## config.mk

```make
export PLATFORM = sky130hd
export DESIGN_NAME = quadra_ofifo
export DESIGN_NICKNAME = d
export VERILOG_FILES = /design/src/rtl/quadra_ofifo_pkg.sv /design/src/rtl/quadra_ofifo_ram.sv /design/src/rtl/quadra_ofifo.sv
export SDC_FILE = /design/constraint.sdc
export NUM_CORES = 1
export LEC_CHECK = 0
export CAP_MARGIN = 20
export CORE_MARGIN = 5
export CORE_UTILIZATION = 50
export CTS_CLUSTER_DIAMETER = 80
export CTS_CLUSTER_SIZE = 24
export DETAILED_ROUTE_END_ITERATION = 16
export PLACE_DENSITY = 0.74
export RECOVER_POWER = 25
export SKIP_CTS_REPAIR_TIMING = 1
export SLEW_MARGIN = 10
export SYNTH_ARGS = -nofsm -noshare
export SYNTH_HDL_FRONTEND = slang
export SYNTH_SLANG_ARGS = --single-unit
```

## constraint.sdc

```tcl
create_clock -name clk -period 3.6 [get_ports clk]
set_input_delay 0.54 -clock clk [delete_from_list [all_inputs] [get_ports clk]]
set_output_delay 0.54 -clock clk [all_outputs]
set_load 0.02 [all_outputs]
```

## src/rtl/quadra_ofifo_pkg.sv

```systemverilog
// Shared types for the quadratic evaluator output path: result word, strobe,
// default buffer depth and the drop counter type.
package quadra_ofifo_pkg;

  typedef logic [15:0] y_t;
  typedef logic        dv_t;
  typedef logic [7:0]  drop_cnt_t;

  localparam int        QOF_DEPTH = 8;
  localparam drop_cnt_t DROP_MAX  = 8'hFF;

endpackage : quadra_ofifo_pkg

```

## src/rtl/quadra_ofifo_ram.sv

```systemverilog
// DEPTH x y_t register array: one synchronous write port, one asynchronous
// read port.
module quadra_ofifo_ram
  import quadra_ofifo_pkg::*;
#(
  parameter int DEPTH = QOF_DEPTH,
  parameter int AW    = $clog2(DEPTH)
) (
  input  logic          clk,
  input  logic          we,
  input  logic [AW-1:0] waddr,
  input  y_t            wdata,
  input  logic [AW-1:0] raddr,
  output y_t            rdata
);

  y_t mem [DEPTH];

  // NOTE: storage has no reset; the pointers and count define which entries are
  // meaningful, so clearing the array would only cost reset fan-out.
  always_ff @(posedge clk) begin
    if (we) mem[waddr] <= wdata;
  end

  assign rdata = mem[raddr];

endmodule : quadra_ofifo_ram

```

## src/rtl/quadra_ofifo.sv

```systemverilog
// First-word-fall-through buffer behind the quadratic evaluator; words that
// arrive while full and not draining are dropped, flagged and counted.
module quadra_ofifo
  import quadra_ofifo_pkg::*;
#(
  parameter  int DEPTH = QOF_DEPTH,
  localparam int AW    = $clog2(DEPTH)
) (
  input  logic          clk,
  input  logic          rst,
  input  y_t            y,
  input  dv_t           y_dv,
  output y_t            out_data,
  output logic          out_valid,
  input  logic          out_ready,
  output logic [AW:0]   count,
  output logic          full,
  output logic          overflow,
  output drop_cnt_t     drop_cnt,
  input  logic          clr_ovf
);

  localparam logic [AW:0] FULL_COUNT = (AW+1)'(DEPTH);

  logic [AW-1:0] wr_ptr;
  logic [AW-1:0] rd_ptr;
  logic          push;
  logic          pop;
  logic          drop;
  y_t            rd_data;

  // Flags decode registered count only, so no path from y_dv or out_ready.
  assign out_valid = (count != '0);
  assign full      = (count == FULL_COUNT);

  // A pop frees the slot the simultaneous push needs, so full+pop still accepts.
  assign pop  = out_valid && out_ready;
  assign push = y_dv && (!full || pop);
  assign drop = y_dv && full && !pop;

  quadra_ofifo_ram #(
    .DEPTH (DEPTH),
    .AW    (AW)
  ) u_ram (
    .clk   (clk),
    .we    (push && !rst),
    .waddr (wr_ptr),
    .wdata (y),
    .raddr (rd_ptr),
    .rdata (rd_data)
  );

  assign out_data = out_valid ? rd_data : '0;

  // NOTE: sequential state uses non-blocking assignments so every register
  // samples pre-edge values regardless of statement order.
  always_ff @(posedge clk) begin
    if (rst) begin
      wr_ptr <= '0;
      rd_ptr <= '0;
      count  <= '0;
    end else begin
      if (push) wr_ptr <= wr_ptr + AW'(1);
      if (pop)  rd_ptr <= rd_ptr + AW'(1);
      unique case ({push, pop})
        2'b10:   count <= count + (AW+1)'(1);
        2'b01:   count <= count - (AW+1)'(1);
        default: count <= count;
      endcase
    end
  end

  // Clear beats a coincident drop; the counter saturates rather than wrapping.
  always_ff @(posedge clk) begin
    if (rst || clr_ovf) begin
      overflow <= 1'b0;
      drop_cnt <= '0;
    end else if (drop) begin
      overflow <= 1'b1;
      if (drop_cnt != DROP_MAX) drop_cnt <= drop_cnt + 8'd1;
    end
  end

endmodule : quadra_ofifo

```

==> reports/qor.txt <==
Outcome: finished, final reports clean
Tcrit/Tclk final: 0.863
Final hold viol count: 0
Number of max-cap violations: 0
Vias per std cell: 5.69
Layout cell share with drive strength beyond 1: 0.217
Core Area: 11900 µm²
Flop2flop setup slack: 0.90 ns
DR WL/cell: 19.9 µm
Syn Nets: 359
FFs w/ async S/R, synth: 0
Starting Density: 0.506
Final WS setup: 0.492 ns
CTS tree: done
Clock Tree Buf Depth: 2
Psw: 1.00 mW
Place WS: 0.789 ns
Post-synth top area cell: edfxtp_1
Tot GR Track Use: 0.170
Clock root cell: clkbuf_16
CP endpoint: out_data[10]
Initial DRC Count: 219
Critical path class: register to output port
PD cells: 579 nW/µm²
First-pass GRT wire length: 18.1 mm
R2r endpoint: count[2]
Share of the synthesized area in the top cell type: 0.641
DR pass1 iterations: 4
Total gr overflow: 0
Die X: 120 µm
Initial antenna violation count: 0
Final hold slack: 0.476 ns
Reg-to-Reg Start: count[0]
Layout area overhead: 22.1%
Synth unique cells: 45
Worst EP arrival: 2.57 ns
Synth Flop Type: edfxtp_1
H-Tree Depth: 4
Vias in the first global route: 3351
# port buffers: 51
Largest cells by area after synthesis: edfxtp_1 64%, mux4_2 12%, dfxtp_1 7.3%
Pin slew with the least headroom to its limit: 0.795 ns
Final ANT Viol Nets: 0
Number of flops mapped to enable cells by yosys: 128
#FFs+latches synth: 150
Worst-Skew Late Latency: 0.42 ns
Int Power: 3.24 mW
Post-route insts no fill: 561
VDD IR max: 0.334 mV
Sequential-to-total area share from yosys stat: 0.714
RSZ-0062 raised after global routing: false
Share of power burned in the clock network: 0.394
Setup violators final: 0
Fin Clk Skew: 0.00598 ns
Hold crit path type: register to register
Clk sinks: 150
Layout Nets: 426
Clk pin slew, worst setup/hold paths: 0.06 ns
Crit path capture type: output port
Routed via count: 3193
Rel. slew slack: 0.470
CP Data Required Time: 3.06 ns
GPL Wtd Cong: 0.738
Post-Synthesis Cells: 334
DP HPWL: 6.57 mm
Fmax: 322 MHz
Routed WL: 11.1 mm
Die H: 120 µm
Pin count of the biggest net entering global routing: 33
Fin crit period: 3.11 ns
FP Rows: 40
Sequential group share of total power: 0.462
Pleak: 2.34 nW
Comb pwr share: 0.144
Avg Cell Area, Syn: 18.0 µm²
Remaining DRCs: 0
Top-level port count: 52
Crit start category: register
Netlist Area Pre-Place: 6000 µm²
Final Max Tran Viols: 0
CP Max Fanout: 24
Switching part of the total: 0.237
N_diodes: 0
Cell count of the worst reg-to-reg path: 10
Setup tns final: 0 ns
Total chip power: 4.24 mW
Cell count after placement: 529
Clock buffer count from CTS: 17
Synth warn: 0
Die area: 14300 µm²
stage by stage:
stage | cell area (µm²) | utilization
3_3_place_gp | 6760 | 0.570
5_1_grt | 7320 | 0.617
6_report | 7320 | 0.617
2_1_floorplan | 6000 | -
4_1_cts | 7320 | 0.617
3_5_place_dp | 6760 | 0.570
power groups by stage:
stage	Sequential, mW	Clock (mW)	Combinational (mW)
finish	1.96	1.67	0.611
global route	1.97	1.79	0.657
CTS	1.96	1.71	0.625
detailed placement	2.00	0	0.620
global placement	2.00	0	0.609
floorplan	1.98	0	0.399
how the worst min path moves through the flow:
stage / from / endpoint / slack [ns] / depth (start not counted)
after global routing: overflow / overflow / 0.51 / 2
after global placement: overflow / overflow / 0.46 / 2
final: overflow / overflow / 0.48 / 2
after floorplan: rd_ptr[1] / register / 0.45 / 2
after detailed placement: overflow / overflow / 0.47 / 2
after CTS: overflow / overflow / 0.49 / 2
Yosys cell counts (2+ instances only):
master / instances
o2111ai_1: 2
nand2_1: 12
a21oi_1: 11
mux2i_1: 18
buf_2: 3
nor4_1: 3
nand2b_1: 2
a311oi_1: 2
or3_1: 3
nor4b_1: 4
xor2_1: 6
nor2b_1: 3
clkbuf_1: 9
buf_1: 3
dfxtp_1: 22
nor2_1: 31
o21ai_0: 4
ha_1: 4
mux4_2: 32
edfxtp_1: 128
nand3_1: 8
layout make-up:
class                   instances  area, µm²
repair buffers                 65        628
inverters                       2       12.5
clock inverters                13        133
clock buffers                  19        433
fillers                       830       4540
well taps                     147        184
multi-input cells             165       1650
flip-flops and latches        150       4290
placed cells by master (no fill, tap or decap), drive strengths merged, types with 2 or more instances in the layout:
| cell type | Yosys | layout |
|---|---|---|
| edfxtp | 128 | 128 |
| clkdlybuf4s50 | 0 | 40 |
| mux4 | 32 | 32 |
| nor2 | 31 | 31 |
| dfxtp | 22 | 22 |
| clkbuf | 10 | 19 |
| mux2i | 18 | 18 |
| buf | 7 | 14 |
| nand2 | 12 | 12 |
| a21oi | 11 | 11 |
| dlygate4sd3 | 0 | 11 |
| clkinv | 1 | 9 |
| nand3 | 8 | 8 |
| xor2 | 6 | 6 |
| o21ai | 4 | 4 |
| ha | 4 | 4 |
| nor4 | 4 | 4 |
| nor4b | 4 | 4 |
| nor2b | 3 | 3 |
| or3 | 3 | 3 |
| nand2b | 2 | 2 |
| a311oi | 2 | 2 |
| o2111ai | 2 | 2 |
| clkinvlp | 0 | 2 |
| bufinv | 0 | 2 |
| or4b | 2 | 2 |
| inv | 1 | 2 |
kinds of logic (layout without fill, tap and decap cells):
logic type | Yosys count | count (layout) | synth area share
muxes | 51 | 51 | 0.152
buffers and inverters | 19 | 99 | 0.0163
xor gates and xnor gates | 7 | 7 | 0.0102
DFF | 150 | 150 | 0.714
and+or+nand+nor | 79 | 79 | 0.0703
adders and majority gates | 4 | 4 | 0.00835
AOI/OAI and AO/OA | 24 | 24 | 0.0284
worst max-delay path, stage by stage (launching register included):
cell and delay (ns):
dfxtp_2 0.54, buf_12 0.27, mux4_2 0.52, mux2i_1 0.19, nor2_1 0.06, clkdlybuf4s50_1 0.55
per-layer routing:
metal	global-route usage	routed length, µm	vias up	part of all wire
li1	-	-	1470	-
met1	0.219	4710	1617	0.42
met2	0.272	5600	88	0.50
met3	0.0542	601	18	0.054
met4	0.0637	229	0	0.021
met5	0	0	-	0
state kept, by name (all words and copies together), names as in the netlist, named ones only:
name       flops
u_ram.mem    128
drop_cnt       8
count          4
rd_ptr         3
wr_ptr         3
overflow       1
No activity file was read; power rests on OpenSTA's default activity.
